==> src/rtl/fixfloat_pkg.sv <==
// Shared float32 / fixed-point definitions: field layout, IEEE constants, input classification.
package fixfloat_pkg;
  localparam int FP32_EXP_BIAS = 127;
  localparam int FP32_MANT_W   = 23;
  localparam int FP32_EXP_MAX  = 255;

  typedef struct packed {
    logic        sign;
    logic [7:0]  exp;
    logic [22:0] mant;
  } float32_t;

  typedef enum logic [1:0] {
    FPC_ZERO,
    FPC_NORM,
    FPC_INF,
    FPC_NAN
  } fp_class_t;
endpackage

==> src/rtl/fp_mag_shifter.sv <==
// Combinational signed-amount shift of a 24-bit significand into a W+1 bit magnitude.
// Left-shift overflow is judged from the shift amount itself and from bits lost off the top.
module fp_mag_shifter #(
  parameter int W = 20
) (
  input  logic              [23:0] m_i,
  input  logic signed       [9:0]  sh_i,
  output logic              [W:0]  mag_o,
  output logic                     ovf_shift_o
);
  localparam int XW = W + 25;
  localparam logic signed [9:0] W_S = 10'(W);

  logic [XW-1:0] ext;
  logic [XW-1:0] shifted;
  logic [9:0]    neg;

  assign ext = XW'(m_i);

  always_comb begin
    mag_o       = '0;
    ovf_shift_o = 1'b0;
    shifted     = '0;
    neg         = -sh_i;
    if (!sh_i[9]) begin
      if (sh_i >= W_S) begin
        ovf_shift_o = |m_i;
      end else begin
        shifted     = ext << sh_i[6:0];
        mag_o       = shifted[W:0];
        ovf_shift_o = |shifted[XW-1:W+1];
      end
    end else if (neg <= 10'd24) begin
      // Right shifts of 25 or more leave nothing of the significand.
      shifted     = ext >> neg[4:0];
      mag_o       = shifted[W:0];
      ovf_shift_o = |shifted[XW-1:W+1];
    end
  end
endmodule

==> src/rtl/pipe_float32_to_fixed.sv <==
// Float32 to signed fixed (WOI.WOF) converter: classify, shift, saturate/negate; 3 register stages.
// Truncates toward zero, saturates with out_ovf; accepts one input per clock, no backpressure.
module pipe_float32_to_fixed
  import fixfloat_pkg::*;
#(
  parameter int WOI = 10,
  parameter int WOF = 10
) (
  input  logic                 clk,
  input  logic                 rst,
  input  logic                 in_valid,
  input  logic [31:0]          in,
  output logic                 out_valid,
  output logic [WOI+WOF-1:0]   out,
  output logic                 out_ovf
);
  localparam int W = WOI + WOF;
  localparam logic signed [9:0] SH_OFS = 10'(WOF - FP32_EXP_BIAS - FP32_MANT_W);
  localparam logic [W:0]   MAG_ONE = (W+1)'(1);
  localparam logic [W:0]   MAG_NEG = MAG_ONE << (W-1);
  localparam logic [W:0]   MAG_POS = MAG_NEG - MAG_ONE;
  localparam logic [W-1:0] SAT_NEG = MAG_NEG[W-1:0];
  localparam logic [W-1:0] SAT_POS = ~SAT_NEG;

  float32_t f;
  assign f = float32_t'(in);

  fp_class_t          s1_cls_d, s1_cls_q;
  logic signed [9:0]  s1_sh_d, s1_sh_q;
  logic [23:0]        s1_mant_q;
  logic               s1_sign_q, s1_vld_q;

  always_comb begin
    s1_cls_d = FPC_NORM;
    if (f.exp == '0) begin
      s1_cls_d = FPC_ZERO;
    end else if (f.exp == 8'(FP32_EXP_MAX)) begin
      s1_cls_d = (f.mant == '0) ? FPC_INF : FPC_NAN;
    end
  end

  assign s1_sh_d = $signed({2'b00, f.exp}) + SH_OFS;

  always_ff @(posedge clk or negedge rst) begin
    if (!rst) begin
      s1_vld_q  <= 1'b0;
      s1_sign_q <= 1'b0;
      s1_cls_q  <= FPC_ZERO;
      s1_mant_q <= '0;
      s1_sh_q   <= '0;
    end else begin
      s1_vld_q  <= in_valid;
      s1_sign_q <= f.sign;
      s1_cls_q  <= s1_cls_d;
      s1_mant_q <= {1'b1, f.mant};
      s1_sh_q   <= s1_sh_d;
    end
  end

  logic [W:0] shf_mag;
  logic       shf_ovf;

  fp_mag_shifter #(.W(W)) u_shift (
    .m_i         (s1_mant_q),
    .sh_i        (s1_sh_q),
    .mag_o       (shf_mag),
    .ovf_shift_o (shf_ovf)
  );

  fp_class_t  s2_cls_q;
  logic [W:0] s2_mag_q;
  logic       s2_ovf_q, s2_sign_q, s2_vld_q;

  always_ff @(posedge clk or negedge rst) begin
    if (!rst) begin
      s2_vld_q  <= 1'b0;
      s2_sign_q <= 1'b0;
      s2_cls_q  <= FPC_ZERO;
      s2_mag_q  <= '0;
      s2_ovf_q  <= 1'b0;
    end else begin
      s2_vld_q  <= s1_vld_q;
      s2_sign_q <= s1_sign_q;
      s2_cls_q  <= s1_cls_q;
      s2_mag_q  <= shf_mag;
      s2_ovf_q  <= shf_ovf;
    end
  end

  logic [W-1:0] out_d, out_q;
  logic         ovf_d, ovf_q, vld_q;

  // Limits are checked on the unsigned magnitude so the negative range keeps its extra LSB.
  always_comb begin
    out_d = '0;
    ovf_d = 1'b0;
    case (s2_cls_q)
      FPC_ZERO: ;
      FPC_NAN:  ovf_d = 1'b1;
      FPC_INF: begin
        ovf_d = 1'b1;
        out_d = s2_sign_q ? SAT_NEG : SAT_POS;
      end
      default: begin
        if (s2_ovf_q || (!s2_sign_q && s2_mag_q > MAG_POS) ||
            (s2_sign_q && s2_mag_q > MAG_NEG)) begin
          ovf_d = 1'b1;
          out_d = s2_sign_q ? SAT_NEG : SAT_POS;
        end else if (s2_sign_q) begin
          out_d = -s2_mag_q[W-1:0];
        end else begin
          out_d = s2_mag_q[W-1:0];
        end
      end
    endcase
  end

  always_ff @(posedge clk or negedge rst) begin
    if (!rst) begin
      vld_q <= 1'b0;
      out_q <= '0;
      ovf_q <= 1'b0;
    end else begin
      vld_q <= s2_vld_q;
      out_q <= out_d;
      ovf_q <= ovf_d;
    end
  end

  assign out_valid = vld_q;
  assign out       = out_q;
  assign out_ovf   = ovf_q;
endmodule

==> config.mk <==
export PLATFORM = sky130hd
export DESIGN_NAME = pipe_float32_to_fixed
export DESIGN_NICKNAME = d
export VERILOG_FILES = /design/src/rtl/fixfloat_pkg.sv /design/src/rtl/fp_mag_shifter.sv /design/src/rtl/pipe_float32_to_fixed.sv
export SDC_FILE = /design/constraint.sdc
export NUM_CORES = 1
export LEC_CHECK = 0
export ABC_AREA = 1
export CAP_MARGIN = 30
export CORE_MARGIN = 8
export CORE_UTILIZATION = 30
export CTS_CLUSTER_SIZE = 25
export DETAILED_ROUTE_END_ITERATION = 8
export PLACE_DENSITY = 0.44
export SYNTH_ARGS = -nofsm -noshare
export SYNTH_HDL_FRONTEND = slang
export SYNTH_SLANG_ARGS = --single-unit
==> constraint.sdc <==
create_clock -name clk -period 6.4 [get_ports clk]
set_input_delay 1.28 -clock clk [delete_from_list [all_inputs] [get_ports clk]]
set_output_delay 1.28 -clock clk [all_outputs]
set_load 0.02 [all_outputs]
==> metrics.txt <==
outcome complete, no violations; Die Height approximately 160 um; Endpoint, Worst Hold s2_vld_q$_DFF_PN0_; Nets 980; number of antenna violations at the first check in global routing 1; hold path cells 0; Clock Tree Buf Depth 2; final setup fails 0; Yosys top cell area share 35.6%; core area 20,000 um^2; Die Wd 158 um; full die area around 25,000 um^2; H-Tree Depth 3; CP Launch Type register; Vias ~6,100; Post-Syn Nets roughly 950; DP HPWL 16,200 um; Min-Delay Path Class reg -> reg; number of nets with antenna violations after routing 0; Worst R2R End s2_mag_q[0]$_DFF_PN0_; Cells after Synth 909; area share of fa/ha/maj cells after synthesis 1.04%; final worst path period share 55.3%; fmax 283 MHz; drt drc 0; post-synthesis compound-gate area fraction roughly an eighth; CTS Hold Bufs 0; final hold vios 0; fraction of synthesized area in multiplexers less than 1%; Max Transition Viols Final 0; skew final 0.0144 ns; Max FO, Critical Path 41; critical path data arrival time approximately 3.8 ns; clock root buffer clkbuf_16; commonest non-fill, non-tap cell in the layout nand2_1; GRT overflow 0; Clock Sinks between 80 and 90; pin count of the biggest net entering global routing a little over 60; LEAKAGE roughly 3.4 nW; highest-count cells in the layout ignoring fill and taps 297 x nand2_1, 140 x nand3_1, 86 x dfrtp_1, 69 x nor2_1, 66 x o21ai_0; TritonCTS clock tree done; WS Path Type reg -> reg; post-synthesis sequential area ratio approximately 36%; FF-to-FF Start s1_sh_q[0]$_DFF_PN0_; first-pass GRT wire length approximately 33,000 um; Worst-Skew Late Latency 0.36 ns; Post-Syn Area between 6000 and 7000 um^2; area leader, netlist dfrtp_1; routed wire length 20,700 um; io pins 57; Placement Rows 52; Iter 0 DRT Violations about 460; Antenna diodes 0; GRT Total Usage 17.5%; Yosys cell types 41; post-synthesis simple-gate area fraction approximately 40%; Hold Path Origin s1_vld_q$_DFF_PN0_; R2R setup slack ~2.9 ns; wire per inst 17.1 um; setup_tns 0 ns; vias per cell 5.04; Placer Congestion ~0.9; top area cells in the synthesized netlist dfrtp_1 36%, nand2_1 18%, nand3_1 12%; initial core utilization a little under a third; Syn Area/Cell around 6.6 um^2; layout cells sized above 1 4.76%; Port Buffers 56; min Tclk post-route roughly 3.5 ns; Worst Setup End Kind register; First-pass DRT Iterations 6; RSZ-0062 raised after global routing false; Post-CTS Resized 0; power per cell area between 200 and 250 nW/um^2; max_slew headroom 49.4%; Reg clk slew, reported paths approximately 0.070 ns; combinational family with the most area after synthesis simple AND/OR/NAND/NOR gates; Ys Warns 0; WP data required between 6 and 7 ns; r2r worst-path depth 10; worst-margin pin slew roughly 0.76 ns; XOR/XNOR Fraction of Synth Area approximately 3.3%; max-cap viol count 0; total setup buffers inserted after CTS 0; worst vdd ir approximately 0.12 mV; vias in the first global route just over 6,000; final hold slack about 0.35 ns; total CTS buffers 9; Layout area overhead 17.6%; FF+latch count, synth 86
[sequential cells by signal, summed over array words and instances, names as in the netlist]
| name | count |
|---|---|
| s2_mag_q | 21 |
| s1_vld_q | 1 |
| s1_mant_q | 24 |
| s1_sh_q | 10 |
| s1_sign_q | 1 |
| s1_cls_q | 2 |
| out_ovf | 1 |
| s2_cls_q | 2 |
| s2_vld_q | 1 |
| s2_ovf_q | 1 |
| s2_sign_q | 1 |
| out | 20 |
| out_valid | 1 |
[worst max path at each step]
stage	to	start	cells past startpoint	slack, ns
after floorplan	s2_mag_q[3]$_DFF_PN0_	s1_sh_q[1]$_DFF_PN0_	13	4.12
after global placement	s2_mag_q[8]$_DFF_PN0_	s1_sh_q[0]$_DFF_PN0_	10	2.89
after detailed placement	s2_mag_q[11]$_DFF_PN0_	s1_sh_q[0]$_DFF_PN0_	9	2.89
after CTS	s2_mag_q[11]$_DFF_PN0_	s1_sh_q[0]$_DFF_PN0_	9	2.89
after global routing	s2_mag_q[4]$_DFF_PN0_	s1_sh_q[0]$_DFF_PN0_	12	2.50
final	s2_mag_q[0]$_DFF_PN0_	s1_sh_q[0]$_DFF_PN0_	10	2.86
[logic make-up after synthesis]
logic type,after synthesis
AOI/OAI and AO/OA,135
xor gates and xnor gates,22
adders and majority gates,5
buffers and inverters,107
DFF,86
muxes,2
other,1
and+or+nand+nor,551
[critical path, cell delays in order (launching register included)]
cell     delay, ns
dfrtp_1       0.32
buf_4         0.35
inv_2         0.32
ha_1          0.85
inv_1         0.50
o21ai_0       0.51
mux2i_1       0.18
nand2_1       0.11
nand2_1       0.06
nand3_1       0.08
o21ai_0       0.07
[Yosys cell counts, drive strengths merged]
| master | count |
|---|---|
| a21boi | 1 |
| a21oi | 19 |
| a22oi | 1 |
| a31oi | 2 |
| a32o | 4 |
| and2 | 3 |
| buf | 29 |
| clkbuf | 14 |
| clkinv | 2 |
| conb | 1 |
| dfrtp | 86 |
| ha | 5 |
| inv | 62 |
| mux2i | 2 |
| nand2 | 299 |
| nand3 | 142 |
| nand3b | 2 |
| nand4 | 7 |
| nor2 | 73 |
| nor3 | 9 |
| nor4 | 15 |
| o211ai | 8 |
| o21a | 1 |
| o21ai | 88 |
| o21bai | 1 |
| o22ai | 7 |
| o31ai | 3 |
| or2 | 1 |
| xnor2 | 3 |
| xor2 | 19 |
[area by class of cell]
class	instances	area, um^2
multi-input combinational	716	3430
timing repair buffer	63	631
fill	2209	12900
clock buffer	10	239
clock inverter	6	73.8
inverter	64	240
sequential	86	2150
tap	270	338
[metrics by stage]
| step | instances | instance area [um^2] | total power [mW] | setup slack, ns | util, % |
|---|---|---|---|---|---|
| 2_1_floorplan | 909 | 6040 | 0.888 | 4.12 | - |
| 3_3_place_gp | 1198 | 6770 | 1.05 | 2.89 | 33.9 |
| 3_5_place_dp | 1199 | 6790 | 1.04 | 2.89 | 34.0 |
| 4_1_cts | 1215 | 7110 | 1.61 | 2.89 | 35.6 |
| 5_1_grt | 1215 | 7110 | 1.69 | 2.50 | 35.6 |
| 6_report | 1215 | 7110 | 1.60 | 2.86 | 35.6 |
[layer usage]
| layer | share of wire (%) | vias to the layer above | global-route usage [%] |
|---|---|---|---|
| met5 | 0.063 | - | 0 |
| met1 | 46 | 2893 | 21.9 |
| met3 | 3.5 | 31 | 2.51 |
| met4 | 2.9 | 2 | 7.66 |
| li1 | - | 3069 | - |
| met2 | 48 | 129 | 29.3 |
[where the power goes]
| part | internal [mW] | switching, mW |
|---|---|---|
| clock | 0.320 | 0.245 |
| sequential | 0.574 | 0.0244 |
| combinational | 0.148 | 0.287 |
Power figures use the tool's default switching activity.
